===== src/rtl/sha1_padder_if.sv =====
// sha1_padder_if: stream-in / block-out bundle for the SHA-1 padder.
//   i_tvalid/o_tready/i_tdata/i_tkeep/i_tlast : byte-granular big-endian message words
//   o_tvalid_blk/i_tready_blk                 : padded 512-bit block handshake
//   o_block                                   : 16 words, word 0 in [0]
//   o_first/o_last                            : block is first/last of its message
// master = message source / block sink, slave = padder.
interface sha1_padder_if;
    logic               i_tvalid;
    logic               o_tready;
    logic [31:0]        i_tdata;
    logic [3:0]         i_tkeep;
    logic               i_tlast;
    logic               o_tvalid_blk;
    logic               i_tready_blk;
    logic [15:0][31:0]  o_block;
    logic               o_first;
    logic               o_last;

    modport master (
        output i_tvalid, i_tdata, i_tkeep, i_tlast, i_tready_blk,
        input  o_tready, o_tvalid_blk, o_block, o_first, o_last
    );

    modport slave (
        input  i_tvalid, i_tdata, i_tkeep, i_tlast, i_tready_blk,
        output o_tready, o_tvalid_blk, o_block, o_first, o_last
    );
endinterface


===== src/rtl/sha1_padder.sv =====
// sha1_padder: applies SHA-1 padding (0x80, zero fill, 64-bit bit length) to a
// byte-granular 32-bit big-endian message stream and emits 512-bit blocks.
//   clk     : clock
//   reset_n : asynchronous active-low reset
//   bus     : sha1_padder_if.slave (input stream, block output with first/last flags)
// One input or pad word is written per cycle into a single block buffer; the
// buffer is presented until the downstream handshake completes.
module sha1_padder #(
    parameter int unsigned CNT_W = 61
) (
    input  logic          clk,
    input  logic          reset_n,
    sha1_padder_if.slave  bus
);

    typedef enum logic [1:0] {
        FILL = 2'd0,
        PAD  = 2'd1,
        LEN  = 2'd2,
        OUT  = 2'd3
    } state_t;

    state_t             state_q, state_d;
    logic [3:0]         widx_q, widx_d;
    logic [CNT_W-1:0]   byte_cnt_q, byte_cnt_d;
    logic               first_pend_q, first_pend_d;
    logic               pad80_done_q, pad80_done_d;
    logic               final_q, final_d;
    // message has ended but its length did not fit in the current block
    logic               msg_end_q, msg_end_d;
    logic [15:0][31:0]  blk_q, blk_d;

    logic [2:0]         keep_cnt;
    logic [31:0]        keep_mask;
    logic [31:0]        in_word;
    logic [31:0]        pad_word;
    logic [63:0]        len;

    assign keep_cnt  = {2'b00, bus.i_tkeep[3]} + {2'b00, bus.i_tkeep[2]}
                     + {2'b00, bus.i_tkeep[1]} + {2'b00, bus.i_tkeep[0]};
    assign keep_mask = {{8{bus.i_tkeep[3]}}, {8{bus.i_tkeep[2]}},
                        {8{bus.i_tkeep[1]}}, {8{bus.i_tkeep[0]}}};
    assign pad_word  = pad80_done_q ? '0 : 32'h8000_0000;
    assign len       = 64'({byte_cnt_q, 3'b000});

    // Partial tail: the 0x80 marker lands in the first byte after the valid ones,
    // which is the MSB shifted right by one byte per valid byte.
    always_comb begin
        in_word = bus.i_tdata & keep_mask;
        if (bus.i_tlast && bus.i_tkeep != 4'b1111) begin
            in_word = in_word | (32'h8000_0000 >> {keep_cnt, 3'b000});
        end
    end

    always_comb begin
        state_d      = state_q;
        widx_d       = widx_q;
        byte_cnt_d   = byte_cnt_q;
        first_pend_d = first_pend_q;
        pad80_done_d = pad80_done_q;
        final_d      = final_q;
        msg_end_d    = msg_end_q;
        blk_d        = blk_q;

        case (state_q)
            FILL: begin
                if (bus.i_tvalid) begin
                    blk_d[widx_q] = in_word;
                    byte_cnt_d    = byte_cnt_q + CNT_W'(keep_cnt);
                    widx_d        = widx_q + 4'd1;
                    if (bus.i_tlast && bus.i_tkeep != 4'b1111) begin
                        pad80_done_d = 1'b1;
                    end
                    if (widx_q == 4'd15) begin
                        state_d   = OUT;
                        msg_end_d = bus.i_tlast;
                    end else if (bus.i_tlast) begin
                        // a partial 14th word already carries 0x80: length fits now
                        state_d = (widx_q == 4'd13 && pad80_done_d) ? LEN : PAD;
                    end
                end
            end
            PAD: begin
                if (widx_q == 4'd14 && pad80_done_q) begin
                    state_d = LEN;
                end else begin
                    blk_d[widx_q] = pad_word;
                    pad80_done_d  = 1'b1;
                    widx_d        = widx_q + 4'd1;
                    if (widx_q == 4'd13) begin
                        state_d = LEN;
                    end else if (widx_q == 4'd15) begin
                        state_d   = OUT;
                        msg_end_d = 1'b1;
                    end
                end
            end
            LEN: begin
                blk_d[14] = len[63:32];
                blk_d[15] = len[31:0];
                final_d   = 1'b1;
                state_d   = OUT;
            end
            OUT: begin
                if (bus.i_tready_blk) begin
                    widx_d       = '0;
                    first_pend_d = 1'b0;
                    if (final_q) begin
                        state_d      = FILL;
                        byte_cnt_d   = '0;
                        pad80_done_d = 1'b0;
                        first_pend_d = 1'b1;
                        final_d      = 1'b0;
                    end else if (msg_end_q) begin
                        state_d   = PAD;
                        msg_end_d = 1'b0;
                    end else begin
                        state_d = FILL;
                    end
                end
            end
            default: state_d = FILL;
        endcase
    end

    always_ff @(posedge clk or negedge reset_n) begin
        if (!reset_n) begin
            state_q      <= FILL;
            widx_q       <= '0;
            byte_cnt_q   <= '0;
            first_pend_q <= 1'b1;
            pad80_done_q <= 1'b0;
            final_q      <= 1'b0;
            msg_end_q    <= 1'b0;
            blk_q        <= '0;
        end else begin
            state_q      <= state_d;
            widx_q       <= widx_d;
            byte_cnt_q   <= byte_cnt_d;
            first_pend_q <= first_pend_d;
            pad80_done_q <= pad80_done_d;
            final_q      <= final_d;
            msg_end_q    <= msg_end_d;
            blk_q        <= blk_d;
        end
    end

    assign bus.o_tready     = (state_q == FILL);
    assign bus.o_tvalid_blk = (state_q == OUT);
    assign bus.o_first      = (state_q == OUT) && first_pend_q;
    assign bus.o_last       = (state_q == OUT) && final_q;
    assign bus.o_block      = blk_q;

endmodule


===== src/flat_wrapper.sv =====
// flat-port wrapper written by rule: the top's interface ports become plain ports
module sha1_padder_flat 
#(
    parameter int unsigned CNT_W = 61
)
  (clk, reset_n, bus_i_tvalid, bus_i_tdata, bus_i_tkeep, bus_i_tlast, bus_i_tready_blk, bus_o_tready, bus_o_tvalid_blk, bus_o_block, bus_o_first, bus_o_last);
  sha1_padder_if bus_i ();
  input  logic clk;
  input  logic reset_n;
  input wire logic [$bits(bus_i.i_tvalid)-1:0] bus_i_tvalid;
  input wire logic [$bits(bus_i.i_tdata)-1:0] bus_i_tdata;
  input wire logic [$bits(bus_i.i_tkeep)-1:0] bus_i_tkeep;
  input wire logic [$bits(bus_i.i_tlast)-1:0] bus_i_tlast;
  input wire logic [$bits(bus_i.i_tready_blk)-1:0] bus_i_tready_blk;
  output wire logic [$bits(bus_i.o_tready)-1:0] bus_o_tready;
  output wire logic [$bits(bus_i.o_tvalid_blk)-1:0] bus_o_tvalid_blk;
  output wire logic [$bits(bus_i.o_block)-1:0] bus_o_block;
  output wire logic [$bits(bus_i.o_first)-1:0] bus_o_first;
  output wire logic [$bits(bus_i.o_last)-1:0] bus_o_last;
  assign bus_i.i_tvalid = bus_i_tvalid;
  assign bus_i.i_tdata = bus_i_tdata;
  assign bus_i.i_tkeep = bus_i_tkeep;
  assign bus_i.i_tlast = bus_i_tlast;
  assign bus_i.i_tready_blk = bus_i_tready_blk;
  assign bus_o_tready = bus_i.o_tready;
  assign bus_o_tvalid_blk = bus_i.o_tvalid_blk;
  assign bus_o_block = bus_i.o_block;
  assign bus_o_first = bus_i.o_first;
  assign bus_o_last = bus_i.o_last;
  sha1_padder #(.CNT_W(CNT_W)) u_core (.clk(clk), .reset_n(reset_n), .bus(bus_i));
endmodule

===== config.mk =====
export PLATFORM = sky130hd
export DESIGN_NAME = sha1_padder_flat
export DESIGN_NICKNAME = d
export VERILOG_FILES = /design/src/rtl/sha1_padder_if.sv /design/src/rtl/sha1_padder.sv /design/src/flat_wrapper.sv
export SDC_FILE = /design/constraint.sdc
export NUM_CORES = 1
export LEC_CHECK = 0
export BUFFER_PORTS_ARGS = -buffer_cell sky130_fd_sc_hd__buf_2
export CAP_MARGIN = 20
export CORE_ASPECT_RATIO = 1.2
export CORE_UTILIZATION = 48
export CTS_CLUSTER_DIAMETER = 100
export DETAILED_ROUTE_END_ITERATION = 6
export PLACE_DENSITY_LB_ADDON = 0.1
export SLEW_MARGIN = 25
export SYNTH_ARGS = -nofsm -noshare
export SYNTH_HDL_FRONTEND = slang
export SYNTH_SLANG_ARGS = --single-unit

===== constraint.sdc =====
create_clock -name clk -period 2.3 [get_ports clk]
set_input_delay 0.115 -clock clk [delete_from_list [all_inputs] [get_ports clk]]
set_output_delay 0.115 -clock clk [all_outputs]
set_load 0.02 [all_outputs]

==> impl_metrics.env <==
export IMPL_synth_commonest_cells="nand2_1, dfrtp_1, o21ai_0, clkbuf_1, a22oi_1"
export IMPL_p_int_w=0.0236
export IMPL_numCtsBuffers=55
export IMPL_final_nets=3041
export IMPL_register_area_um2=14600
export IMPL_antenna_found_initial=3
export IMPL_rows=87
export IMPL_worst_pin_slew_ns=0.527
export IMPL_layout_cells_non_filler=3653
export IMPL_grt_overflow=0
export IMPL_rsz0062_at_grt="yes"
export IMPL_cts_tree="yes"
export IMPL_max_clock_freq_mhz=444
export IMPL_first_iter_violations=1403
export IMPL_die_x_um=202
export IMPL_min_period_ns=2.25
export IMPL_start_util_pct=48.9
export IMPL_synth_flop_cell="dfrtp_1"
export IMPL_path_max_fanout=27
export IMPL_async_flop_share_pct=100
export IMPL_clk_pin_slew_ns=0.06
export IMPL_setup_violations=0
export IMPL_h_tree_depth=2
export IMPL_placed_cells=3513
export IMPL_cts_sinks=583
export IMPL_yosysSeqAreaShare_pct=63.2
export IMPL_nFillCells=3989
export IMPL_die_h_um=242
export IMPL_die_area_um2=49000
export IMPL_drc_errors=0
export IMPL_place_gp_congestion=0.957
export IMPL_final_util_pct=64.2
export IMPL_critPathBufInv=5
export IMPL_hold_viol=0
export IMPL_cpPeakStageDelay_ns=0.55
export IMPL_switchingPower_w=0.0170
export IMPL_synth_cells=2319
export IMPL_wl_per_cell_um=22.4
export IMPL_max_slew_margin_rel_pct=64.7
export IMPL_firstDrtPassIters=6
export IMPL_p_seq_share_pct=37.8
export IMPL_yosys_area_top_type="dfrtp_1"
export IMPL_area_delta_synth_final_pct=31.2
export IMPL_multi_input_area_um2=8000
export IMPL_ys_top_cells_by_area="dfrtp_1, o21ai_0, nand2_1, clkbuf_1, a22oi_1"
export IMPL_run_status="complete, no violations"
export IMPL_fin_worst_skew_ns=0.0278
export IMPL_root_buffer="clkbuf_16"
export IMPL_core_area_um2=47200
export IMPL_comb_power_share_pct=39.7
export IMPL_syn_nets=2375
export IMPL_ir_drop_mv=0.764
export IMPL_track_usage_pct=33.4
export IMPL_p_leak_nw=15.2
export IMPL_min_path_type="in -> async"
export IMPL_grt_pass1_vias=19989
export IMPL_ios=557
export IMPL_slowest_stage="fa_2"
export IMPL_ys_ff_latch=583
export IMPL_grt_max_degree=65
export IMPL_post_synth_top_count_cell="nand2_1"
export IMPL_fin_total_pwr_w=0.0407
export IMPL_fin_hold_ws_ns=0.0295
export IMPL_hpwl_um=59700
export IMPL_grt_pass1_wl_um=124000
export IMPL_wl_um=81800
export IMPL_ant_nets=0
export IMPL_synth_top_area_share_pct=63.1
export IMPL_clock_latency_ns=0.61
export IMPL_syn_area_per_cell_um2=9.96
export IMPL_ys_warn_count=0
export IMPL_crit_arrival_ns=2.77
export IMPL_start_kind="input pin"
export IMPL_swShare_pct=41.9
export IMPL_synth_cell_type_count=63
export IMPL_crit_chain="buf_2 > ha_4 > inv_2 > fa_2 > inv_2 > ha_4 > fa_2 > nor2b_4 > o21a_4 > buf_12 > o211ai_4 > buf_12 > o31ai_1 > a21oi_1"
export IMPL_crit_family="adder cells"
export IMPL_drive_above_1_share_pct=30.1
export IMPL_synth_edf_count=0
export IMPL_cp_required_ns=2.82
export IMPL_clockPowerShare_pct=22.5
export IMPL_period_share_pct=98.0
export IMPL_io_buffers=556
export IMPL_path_class="in -> reg"
export IMPL_cap_violations=0
export IMPL_crit_path_end_kind="register"
export IMPL_drv_slew=0
export IMPL_vias_per_cell=5.58
export IMPL_synthesis_area_um2=23100
export IMPL_cts_buffer_depth=3
export IMPL_dr_total_vias=20380
export IMPL_power_per_cell_area_nw_per_um2=1340
-- cells in the final DEF (no fill, tap or decap), types with 10 or more instances in the layout --
cell type      Yosys  routed
nand2_1          602     586
dfrtp_1          582     579
buf_2             11     555
o21ai_0          543     538
buf_4              4     160
a22oi_1           55      55
clkbuf_16          0      55
a21oi_1           54      50
buf_12             0      36
nor2_1            33      30
dlygate4sd3_1      0      30
o31ai_1           24      24
nand4_1           23      23
or4_1             22      20
nand3_1           19      18
clkbuf_1         159      18
nand2_2            1      17
inv_1             19      16
clkbuf_8           0      15
or3_1             14      14
and2_1            15      13
xor2_1            10      10
-- worst reg2reg max path: cells and delay by family (launching register included) --
kind	cells	cell delay [ns]
simple gates	4	1.09
compound gates	1	0.20
flops	1	0.45
buf+inv	2	0.38
-- repair_timing --
| action | 4_1_cts | 5_1_grt |
|---|---|---|
| pin swaps | 0 | 7 |
| setup endpoints to repair | 95 | 79 |
| gates resized for setup | 10 | 26 |
| hold buffers | 30 | 0 |
| hold endpoints to repair | 287 | 0 |
| buffers inserted | 0 | 8 |
-- final cells by class --
cell class | instances | share of cell area, %
clock inverter | 12 | 0.524
inverter | 19 | 0.235
timing repair buffer | 785 | 16.7
antenna | 2 | 0.0165
clock buffer | 88 | 5.45
multi-input combinational | 1541 | 26.4
tap | 623 | 2.57
sequential | 583 | 48.2
-- routing by layer --
| layer | global-route usage [%] | up-vias | share of wire, % |
|---|---|---|---|
| met5 | 0 | - | 0 |
| met4 | 17.0 | 0 | 5.6 |
| met3 | 6.52 | 214 | 6.7 |
| met2 | 54.9 | 854 | 48 |
| met1 | 42.1 | 10025 | 39 |
| li1 | - | 9287 | - |
-- kinds of logic after synthesis --
logic type	count (synthesis)	synth area share, %
buffers and inverters	195	3.32
xor gates and xnor gates	14	0.531
adders and majority gates	15	0.878
muxes	6	0.271
and+or+nand+nor	791	14.9
DFF	583	63.2
AOI/OAI and AO/OA	715	16.9
-- metrics by stage --
step	TNS, ns	worst slack (ns)	instance area [µm²]
CTS	0	0.0172	30200
finish	0	0.0457	30300
global route	-0.141	-0.0323	30300
floorplan	-8.25	-0.393	23200
detailed placement	-32.22	-0.674	28000
global placement	-26.17	-0.562	28000
-- registers in the layout, indices dropped and copies added, names as in the netlist --
| signal | cells |
|---|---|
| u_core.bus.o_block | 512 |
| u_core.state_q | 2 |
| u_core.first_pend_q | 1 |
| u_core.final_q | 1 |
| u_core.widx_q | 4 |
| u_core.msg_end_q | 1 |
| u_core.pad80_done_q | 1 |
| u_core.byte_cnt_q | 61 |
-- power groups by stage --
stage / combinational, W / sequential (W) / clock (W)
final: 0.0161 / 0.0154 / 0.00916
after global placement: 0.0158 / 0.0153 / 0
after global routing: 0.0173 / 0.0157 / 0.00971
after floorplan: 0.00477 / 0.0191 / 0
after CTS: 0.0161 / 0.0153 / 0.00930
after detailed placement: 0.0160 / 0.0155 / 0
-- path summary, 6_finish.rpt --
| path | slack, ns | startpoint | endpoint | cells after the start |
|---|---|---|---|---|
| max in group asynchronous | 1.34 | reset_n | u_core.bus.o_block[299]$_DFFE_PN0P_ | 4 |
| max | 0.05 | bus_i_tkeep[2] | u_core.byte_cnt_q[40]$_DFFE_PN0P_ | 14 |
| min reg2reg | 0.46 | u_core.first_pend_q$_DFFE_PN1P_ | u_core.first_pend_q$_DFFE_PN1P_ | 2 |
| min in group clk | 0.04 | bus_i_tvalid | u_core.state_q[0]$_DFFE_PN0P_ | 4 |
| max reg2reg | 0.08 | u_core.byte_cnt_q[34]$_DFFE_PN0P_ | u_core.byte_cnt_q[40]$_DFFE_PN0P_ | 7 |
| min | 0.03 | reset_n | u_core.bus.o_block[188]$_DFFE_PN0P_ | 2 |
Power figures use the tool's default switching activity.
